[config.mk]
export PLATFORM = sky130hd
export DESIGN_NAME = disbus_master
export DESIGN_NICKNAME = d
export VERILOG_FILES = /design/src/rtl/disbus_pkg.sv /design/src/rtl/disbus_phase_timer.sv /design/src/rtl/disbus_master.sv
export SDC_FILE = /design/constraint.sdc
export NUM_CORES = 1
export LEC_CHECK = 0
export ABC_AREA = 1
export CELL_PAD_IN_SITES_DETAIL_PLACEMENT = 1
export CELL_PAD_IN_SITES_GLOBAL_PLACEMENT = 1
export CORE_MARGIN = 5
export CORE_UTILIZATION = 30
export DETAILED_ROUTE_END_ITERATION = 7
export DONT_BUFFER_PORTS = 1
export MAX_ROUTING_LAYER = met4
export PLACE_DENSITY = 0.57
export SYNTH_ARGS = -nofsm -noshare
export SYNTH_HDL_FRONTEND = slang
export SYNTH_HIERARCHICAL = 1
export SYNTH_SLANG_ARGS = --single-unit
export TNS_END_PERCENT = 30
[constraint.sdc]
create_clock -name clk -period 1.5 [get_ports clk]
set_input_delay 0.3 -clock clk [delete_from_list [all_inputs] [get_ports clk]]
set_output_delay 0.3 -clock clk [all_outputs]
set_load 0.02 [all_outputs]
[src/rtl/disbus_pkg.sv]
// rtl/disbus_pkg.sv - shared types and constants for the DISCLK/DISDAT bus initiator
package disbus_pkg;

    typedef enum logic [1:0] {
        OP_START = 2'd0,
        OP_WRITE = 2'd1,
        OP_READ  = 2'd2,
        OP_STOP  = 2'd3
    } op_t;

    typedef enum logic [2:0] {
        ST_IDLE,
        ST_START,
        ST_BIT_LO,
        ST_BIT_HI,
        ST_TRAIL,
        ST_STOP,
        ST_RESP
    } state_t;

    localparam int BIT_CNT_W = 4;
    typedef logic [BIT_CNT_W-1:0] bit_cnt_t;

    localparam bit_cnt_t LAST_DATA_BIT = bit_cnt_t'(7);
    localparam bit_cnt_t ACK_BIT       = bit_cnt_t'(8);

endpackage

[src/rtl/disbus_phase_timer.sv]
// rtl/disbus_phase_timer.sv - HALF-cycle phase counter; restarts on start, flags the last cycle of each phase
module disbus_phase_timer #(
    parameter int HALF = 8
) (
    input  logic clk,
    input  logic reset,
    input  logic start,
    output logic tick_end
);

    localparam int CW = $clog2(HALF);
    localparam logic [CW-1:0] LAST = CW'(HALF - 1);

    logic [CW-1:0] cnt;

    // Free-running between commands; phases are back to back so wrapping is the phase boundary.
    always_ff @(posedge clk or negedge reset) begin
        if (!reset) begin
            cnt <= '0;
        end else if (start || cnt == LAST) begin
            cnt <= '0;
        end else begin
            cnt <= cnt + 1'b1;
        end
    end

    assign tick_end = (cnt == LAST);

endmodule

[src/rtl/disbus_master.sv]
// rtl/disbus_master.sv - byte-level START/WRITE/READ/STOP initiator driving SCL and open-drain SDA
module disbus_master
    import disbus_pkg::*;
#(
    parameter int HALF = 8
) (
    input  logic       clk,
    input  logic       reset,
    input  logic       cmd_valid,
    output logic       cmd_ready,
    input  logic [1:0] cmd_op,
    input  logic [7:0] cmd_data,
    input  logic       cmd_nack,
    output logic       rsp_valid,
    output logic [7:0] rsp_data,
    output logic       rsp_ack,
    output logic       rsp_err,
    output logic       bus_active,
    output logic       scl,
    output logic       sda_out,
    input  logic       sda_in
);

    state_t     state_q, state_n;
    logic [1:0] ph_q, ph_n;
    bit_cnt_t   bit_q, bit_n;
    logic [7:0] sh_q, sh_n;
    op_t        op_q, op_n;
    logic       nack_q, nack_n, ack_q, ack_n;
    logic       scl_n, sda_n, ready_n, active_n;
    logic       rv_n, ra_n, re_n;
    logic [7:0] rd_n;
    logic       accept, tick_end;
    op_t        cmd_op_e;

    assign cmd_op_e = op_t'(cmd_op);
    assign accept   = cmd_valid && cmd_ready;

    disbus_phase_timer #(.HALF(HALF)) u_timer (
        .clk      (clk),
        .reset    (reset),
        .start    (accept),
        .tick_end (tick_end)
    );

    always_ff @(posedge clk or negedge reset) begin
        if (!reset) begin
            state_q    <= ST_IDLE;
            ph_q       <= '0;
            bit_q      <= '0;
            sh_q       <= '0;
            op_q       <= OP_START;
            nack_q     <= 1'b0;
            ack_q      <= 1'b0;
            scl        <= 1'b1;
            sda_out    <= 1'b1;
            cmd_ready  <= 1'b1;
            bus_active <= 1'b0;
            rsp_valid  <= 1'b0;
            rsp_data   <= '0;
            rsp_ack    <= 1'b0;
            rsp_err    <= 1'b0;
        end else begin
            state_q    <= state_n;
            ph_q       <= ph_n;
            bit_q      <= bit_n;
            sh_q       <= sh_n;
            op_q       <= op_n;
            nack_q     <= nack_n;
            ack_q      <= ack_n;
            scl        <= scl_n;
            sda_out    <= sda_n;
            cmd_ready  <= ready_n;
            bus_active <= active_n;
            rsp_valid  <= rv_n;
            rsp_data   <= rd_n;
            rsp_ack    <= ra_n;
            rsp_err    <= re_n;
        end
    end

    // Line values are computed one edge ahead so they appear on the first cycle of each phase.
    always_comb begin
        state_n  = state_q;
        ph_n     = ph_q;
        bit_n    = bit_q;
        sh_n     = sh_q;
        op_n     = op_q;
        nack_n   = nack_q;
        ack_n    = ack_q;
        scl_n    = scl;
        sda_n    = sda_out;
        ready_n  = cmd_ready;
        active_n = bus_active;
        rv_n     = 1'b0;
        rd_n     = rsp_data;
        ra_n     = rsp_ack;
        re_n     = rsp_err;

        case (state_q)
            ST_IDLE: begin
                if (accept) begin
                    ready_n = 1'b0;
                    op_n    = cmd_op_e;
                    nack_n  = cmd_nack;
                    sh_n    = cmd_data;
                    bit_n   = '0;
                    ph_n    = '0;
                    case (cmd_op_e)
                        OP_START: begin
                            state_n = ST_START;
                            sda_n   = 1'b1;
                        end
                        OP_WRITE, OP_READ: begin
                            if (bus_active) begin
                                state_n = ST_BIT_LO;
                                scl_n   = 1'b0;
                                sda_n   = (cmd_op_e == OP_WRITE) ? cmd_data[7] : 1'b1;
                            end else begin
                                state_n = ST_RESP;
                            end
                        end
                        default: begin
                            if (bus_active) begin
                                state_n = ST_STOP;
                                scl_n   = 1'b0;
                                sda_n   = 1'b0;
                            end else begin
                                state_n = ST_RESP;
                            end
                        end
                    endcase
                end
            end
            ST_START: begin
                if (tick_end) begin
                    ph_n = ph_q + 2'd1;
                    case (ph_q)
                        2'd0:    scl_n = 1'b1;
                        2'd1:    sda_n = 1'b0;
                        2'd2:    scl_n = 1'b0;
                        default: begin
                            active_n = 1'b1;
                            ready_n  = 1'b1;
                            state_n  = ST_IDLE;
                        end
                    endcase
                end
            end
            ST_BIT_LO: begin
                if (tick_end) begin
                    state_n = ST_BIT_HI;
                    scl_n   = 1'b1;
                end
            end
            ST_BIT_HI: begin
                if (tick_end) begin
                    scl_n = 1'b0;
                    if (bit_q == ACK_BIT) begin
                        ack_n   = !sda_in;
                        state_n = ST_TRAIL;
                    end else begin
                        // Same shifter serves both directions: WRITE drains MSB-first, READ fills LSB-up.
                        sh_n    = {sh_q[6:0], sda_in};
                        bit_n   = bit_q + 4'd1;
                        state_n = ST_BIT_LO;
                        if (bit_q == LAST_DATA_BIT) begin
                            sda_n = (op_q == OP_WRITE) ? 1'b1 : nack_q;
                        end else begin
                            sda_n = (op_q == OP_WRITE) ? sh_q[6] : 1'b1;
                        end
                    end
                end
            end
            ST_TRAIL: begin
                if (tick_end) begin
                    rv_n    = 1'b1;
                    rd_n    = (op_q == OP_READ) ? sh_q : 8'h00;
                    ra_n    = (op_q == OP_WRITE) ? ack_q : 1'b0;
                    re_n    = 1'b0;
                    ready_n = 1'b1;
                    state_n = ST_IDLE;
                end
            end
            ST_STOP: begin
                if (tick_end) begin
                    ph_n = ph_q + 2'd1;
                    case (ph_q)
                        2'd0:    scl_n = 1'b1;
                        2'd1:    sda_n = 1'b1;
                        default: begin
                            active_n = 1'b0;
                            ready_n  = 1'b1;
                            state_n  = ST_IDLE;
                        end
                    endcase
                end
            end
            ST_RESP: begin
                ready_n = 1'b1;
                state_n = ST_IDLE;
                if (op_q != OP_STOP) begin
                    rv_n = 1'b1;
                    rd_n = 8'h00;
                    ra_n = 1'b0;
                    re_n = 1'b1;
                end
            end
            default: state_n = ST_IDLE;
        endcase
    end

endmodule

==> metrics.yaml, run 1 <==
drtIter0Drc: 23
finish.instance_area_mm2: 0.003173
die_width_um: 99.23
starting_density_of_the_core_pct: 30.91
floorplan.io_pins: 30
cp_top_family: "flip-flops"
clock_skew_ns: 0.007942
postPlaceCellArea_mm2: 0.002790
worst_slack_ns: -0.02046
synth.largest_area_cell: "sky130_fd_sc_hd__dfrtp_1"
worstMarginPinSlew_ns: 0.3518
synth_cell_type_count: 27
clock_tree_from_tritoncts: "done"
hp-class: "in2reg"
global_route_wire_length_before_repair_um: 11370
number_of_i_o_port_buffers: 0
final_hold_viol_count: 0
drive_above_1_share_pct: 35.15
cp-startpoint: "u_timer/cnt[0]"
timing.critical_path.fanout_max: 8
antenna_found_initial: 0
worst_setup_end_kind: "flop"
globalRouteTotalUtil_pct: 14.61
critPathKind: "reg2reg"
leading_cell_types_by_total_area_after_synthesis: "sky130_fd_sc_hd__dfrtp_1 (38%), sky130_fd_sc_hd__nand2_1 (14%), sky130_fd_sc_hd__nand3_1 (7.3%)"
detail_route.first_pass.iterations: 4
max_cap_viol_count: 0
power.total_uw: 2050
via_count_of_the_first_global_routing_pass: 2284
hpwl_um: 5066
status: "finished with violations"
timing.critical_path.cells: "ha_2, ha_4, buf_6, o21ai_4, nor2_8, buf_12, nand2_4, nand2_2"
fp-row-count: 32
mappedNetlistArea_mm2: 0.002389
final_core_utilization_pct: 41.06
failed_checks: "setup timing"
detailroute.wirelength.met2_um: 3023
final.setup.tns_ns: -0.09700
clock_sinks: 39
clock_tree.root_cell: "sky130_fd_sc_hd__clkbuf_8"
r2r_start: "u_timer/cnt[0]"
cts.htree.levels: 2
synth_top_area_share_pct: 37.72
critPathRequiredTime_ns: 1.68
die_area_mm2: 0.009847
drt-vias-per-instance: 4.610
grt_max_degree: 40
cts_buffer_depth: 2
critPathBufInv: 2
report.final.slew_viol_count: 0
grt_setup_unrepaired: "yes"
postSynthNetCount: 344
wl_met1_um: 3254
setup_violations: 11
power.ir.vdd_worst_mv: 0.3521
totalWireLength_um: 6574
seq_area_frac_synth_pct: 41.02
ys.warnings.count: 6
cp_slowest_stage_delay_ns: 0.40
synth_seq_cells: 39
antenna_cells: 0
synth_cells: 317
period_share_pct: 101.4
via_count: 2162
cp-start-kind: "flop"
antenna_violating_nets_post_route: 0
most_frequent_cells_in_the_layout: "sky130_fd_sc_hd__nand2_1 (71), sky130_fd_sc_hd__buf_4 (43), sky130_fd_sc_hd__inv_1 (38)"
syn_area_per_cell_um2: 7.535
arrival_ns: 1.70
fp.dieH_um: 99.23
flow.area_growth_from_synthesis_pct: 32.84
worstSkewPairLatency_ns: 0.30
wl_per_cell_um: 14.02
cts_inserted_buffers: 5
mostFrequentLayoutCell: "sky130_fd_sc_hd__nand2_1"
overflow: 0
power.density_mw_per_mm2: 646.2
detailroute.wirelength.met3_um: 233
reg2regPathDepth: 8
reg2reg_slack_ns: -0.02
leakagePower_uw: 0.001608
crit_path_time_final_ns: 1.520
topRoutingLayerUsed: "met4"
max_clock_freq_mhz: 657.7
cts.reportedPaths.clkPinSlew_ns: 0.09
critical_path.slowest_cell: "sky130_fd_sc_hd__dfrtp_1"
cell_count_along_the_critical_path: 8
fp.coreArea_mm2: 0.007727
capturing_instance_or_port_of_the_critical_path: "sh_q[7]"
count_of_nets_after_finishing: 393
relSlewSlack_pct: 76.30
r2r_end: "sh_q[7]"
route.detailed.drc: 0
globalplace.congestion: 0.8507
filler_cell_count: 954
Yosys cell counts:
master and instances:
sky130_fd_sc_hd__nor2_2 1, sky130_fd_sc_hd__nor2_4 1, sky130_fd_sc_hd__buf_2 2, sky130_fd_sc_hd__nand2_1 91, sky130_fd_sc_hd__nand3_1 35, sky130_fd_sc_hd__nand2_2 7
sky130_fd_sc_hd__buf_8 1, sky130_fd_sc_hd__ha_1 12, sky130_fd_sc_hd__dfrtp_1 36, sky130_fd_sc_hd__nor3_1 2, sky130_fd_sc_hd__a31oi_1 1, sky130_fd_sc_hd__nor2_8 1
sky130_fd_sc_hd__inv_1 40, sky130_fd_sc_hd__o211ai_2 1, sky130_fd_sc_hd__nor3b_1 1, sky130_fd_sc_hd__xor2_1 1, sky130_fd_sc_hd__nor2_1 34, sky130_fd_sc_hd__inv_2 4
sky130_fd_sc_hd__clkbuf_1 1, sky130_fd_sc_hd__o211ai_1 1, sky130_fd_sc_hd__mux2_2 1, sky130_fd_sc_hd__buf_6 4, sky130_fd_sc_hd__o21ai_0 17, sky130_fd_sc_hd__dfstp_2 3
sky130_fd_sc_hd__o21ai_2 12, sky130_fd_sc_hd__o21a_1 2, sky130_fd_sc_hd__a21oi_1 5
metrics by stage:
stage / setup slack (ns) / instances / hold WS (ns)
after detailed placement: -0.2018 / 454 / 0.006202
after global routing: -0.05935 / 469 / 0.07366
final: -0.02046 / 469 / 0.08841
after global placement: -0.1498 / 454 / 0.006059
after floorplan: 0.01553 / 317 / 0.004409
after CTS: -0.03375 / 468 / 0.07733
worst register-to-register path, cell delays in order, from the launching register on:
cell and delay [ns]:
sky130_fd_sc_hd__dfrtp_1 0.40, sky130_fd_sc_hd__ha_2 0.20, sky130_fd_sc_hd__ha_4 0.18, sky130_fd_sc_hd__buf_6 0.12, sky130_fd_sc_hd__o21ai_4 0.18, sky130_fd_sc_hd__nor2_8 0.07, sky130_fd_sc_hd__buf_12 0.15, sky130_fd_sc_hd__nand2_4 0.05
sky130_fd_sc_hd__nand2_2 0.05
state kept, by name, summed over array words and instances, names as in the netlist:
name	cells
rsp_data	8
sh_q	8
bit_q	4
state_q	3
u_timer/cnt	3
op_q	2
ph_q	2
ack_q	1
bus_active	1
cmd_ready	1
nack_q	1
rsp_ack	1
rsp_err	1
rsp_valid	1
scl	1
sda_out	1
how the worst min path moves through the flow:
| stage | cells past startpoint | to | startpoint | slack (ns) |
|---|---|---|---|---|
| after floorplan | 0 | ack_q | reset | 0.004 |
| after global routing | 1 | ack_q | sda_in | 0.07 |
| after global placement | 0 | bit_q[1] | reset | 0.006 |
| final | 1 | ack_q | sda_in | 0.09 |
| after CTS | 1 | ack_q | sda_in | 0.08 |
| after detailed placement | 0 | bit_q[1] | reset | 0.006 |
kinds of logic (layout without fill, tap and decap cells):
logic type	after synthesis	count (layout)	synth area share, %
DFF	39	39	41.02
buffers and inverters	52	102	10.00
muxes	1	1	0.4714
and+or+nand+nor	173	173	31.12
AOI/OAI and AO/OA	39	39	10.74
xor gates and xnor gates	1	1	0.3668
adders and majority gates	12	12	6.286
power by group:
group / total [uW] / switching [uW] / internal [uW]
Combinational: 76.3 / 51.0 / 25.4
Clock: 917 / 416 / 502
Sequential: 1060 / 2.05 / 1050
Total: 2050 / 469 / 1580
layout make-up:
type / instances / area (um^2) / share of cell area [%]
tap: 102 / 127.6 / 4.022
clock inverter: 3 / 46.29 / 1.459
multi-input combinational: 226 / 1349 / 42.51
sequential: 39 / 982.2 / 30.95
inverter: 44 / 165.2 / 5.205
clock buffer: 5 / 68.82 / 2.169
timing repair buffer: 50 / 434.2 / 13.68
repair_timing:
action / 4_1_cts / 5_1_grt
resized for setup: 27 / 30
pin swaps: 5 / 9
hold buffers: 2 / 0
buffers inserted: 3 / 1
gates cloned: 1 / 0
endpoints found under the hold margin: 39 / 0
setup endpoints to repair: 32 / 31
metal layers:
| layer | track usage [%] | vias up |
|---|---|---|
| met2 | 22.11 | 27 |
| met5 | - | - |
| met3 | 3.015 | 8 |
| met4 | 3.151 | 0 |
| met1 | 20.21 | 1032 |
| li1 | - | 1095 |
Note: power is estimated with default switching activity, not from simulation.
==> run 2, diff against run 1 <==
--- a/config.mk
+++ b/config.mk
@@ -10,6 +10,7 @@
 export CELL_PAD_IN_SITES_GLOBAL_PLACEMENT = 1
 export CORE_MARGIN = 5
 export CORE_UTILIZATION = 30
+export CTS_CLUSTER_DIAMETER = 30
 export DETAILED_ROUTE_END_ITERATION = 7
 export DONT_BUFFER_PORTS = 1
 export MAX_ROUTING_LAYER = met4
==> results of run 2 <==
No change in the layout: final DEF, timing and power equal those of run 1.
==> run 3, diff against run 2 <==
--- a/config.mk
+++ b/config.mk
@@ -13,6 +13,7 @@
 export CTS_CLUSTER_DIAMETER = 30
 export DETAILED_ROUTE_END_ITERATION = 7
 export DONT_BUFFER_PORTS = 1
+export HOLD_SLACK_MARGIN = 0.03
 export MAX_ROUTING_LAYER = met4
 export PLACE_DENSITY = 0.57
 export SYNTH_ARGS = -nofsm -noshare
==> results of run 3 <==
No change in the layout: final DEF, timing and power equal those of run 1.
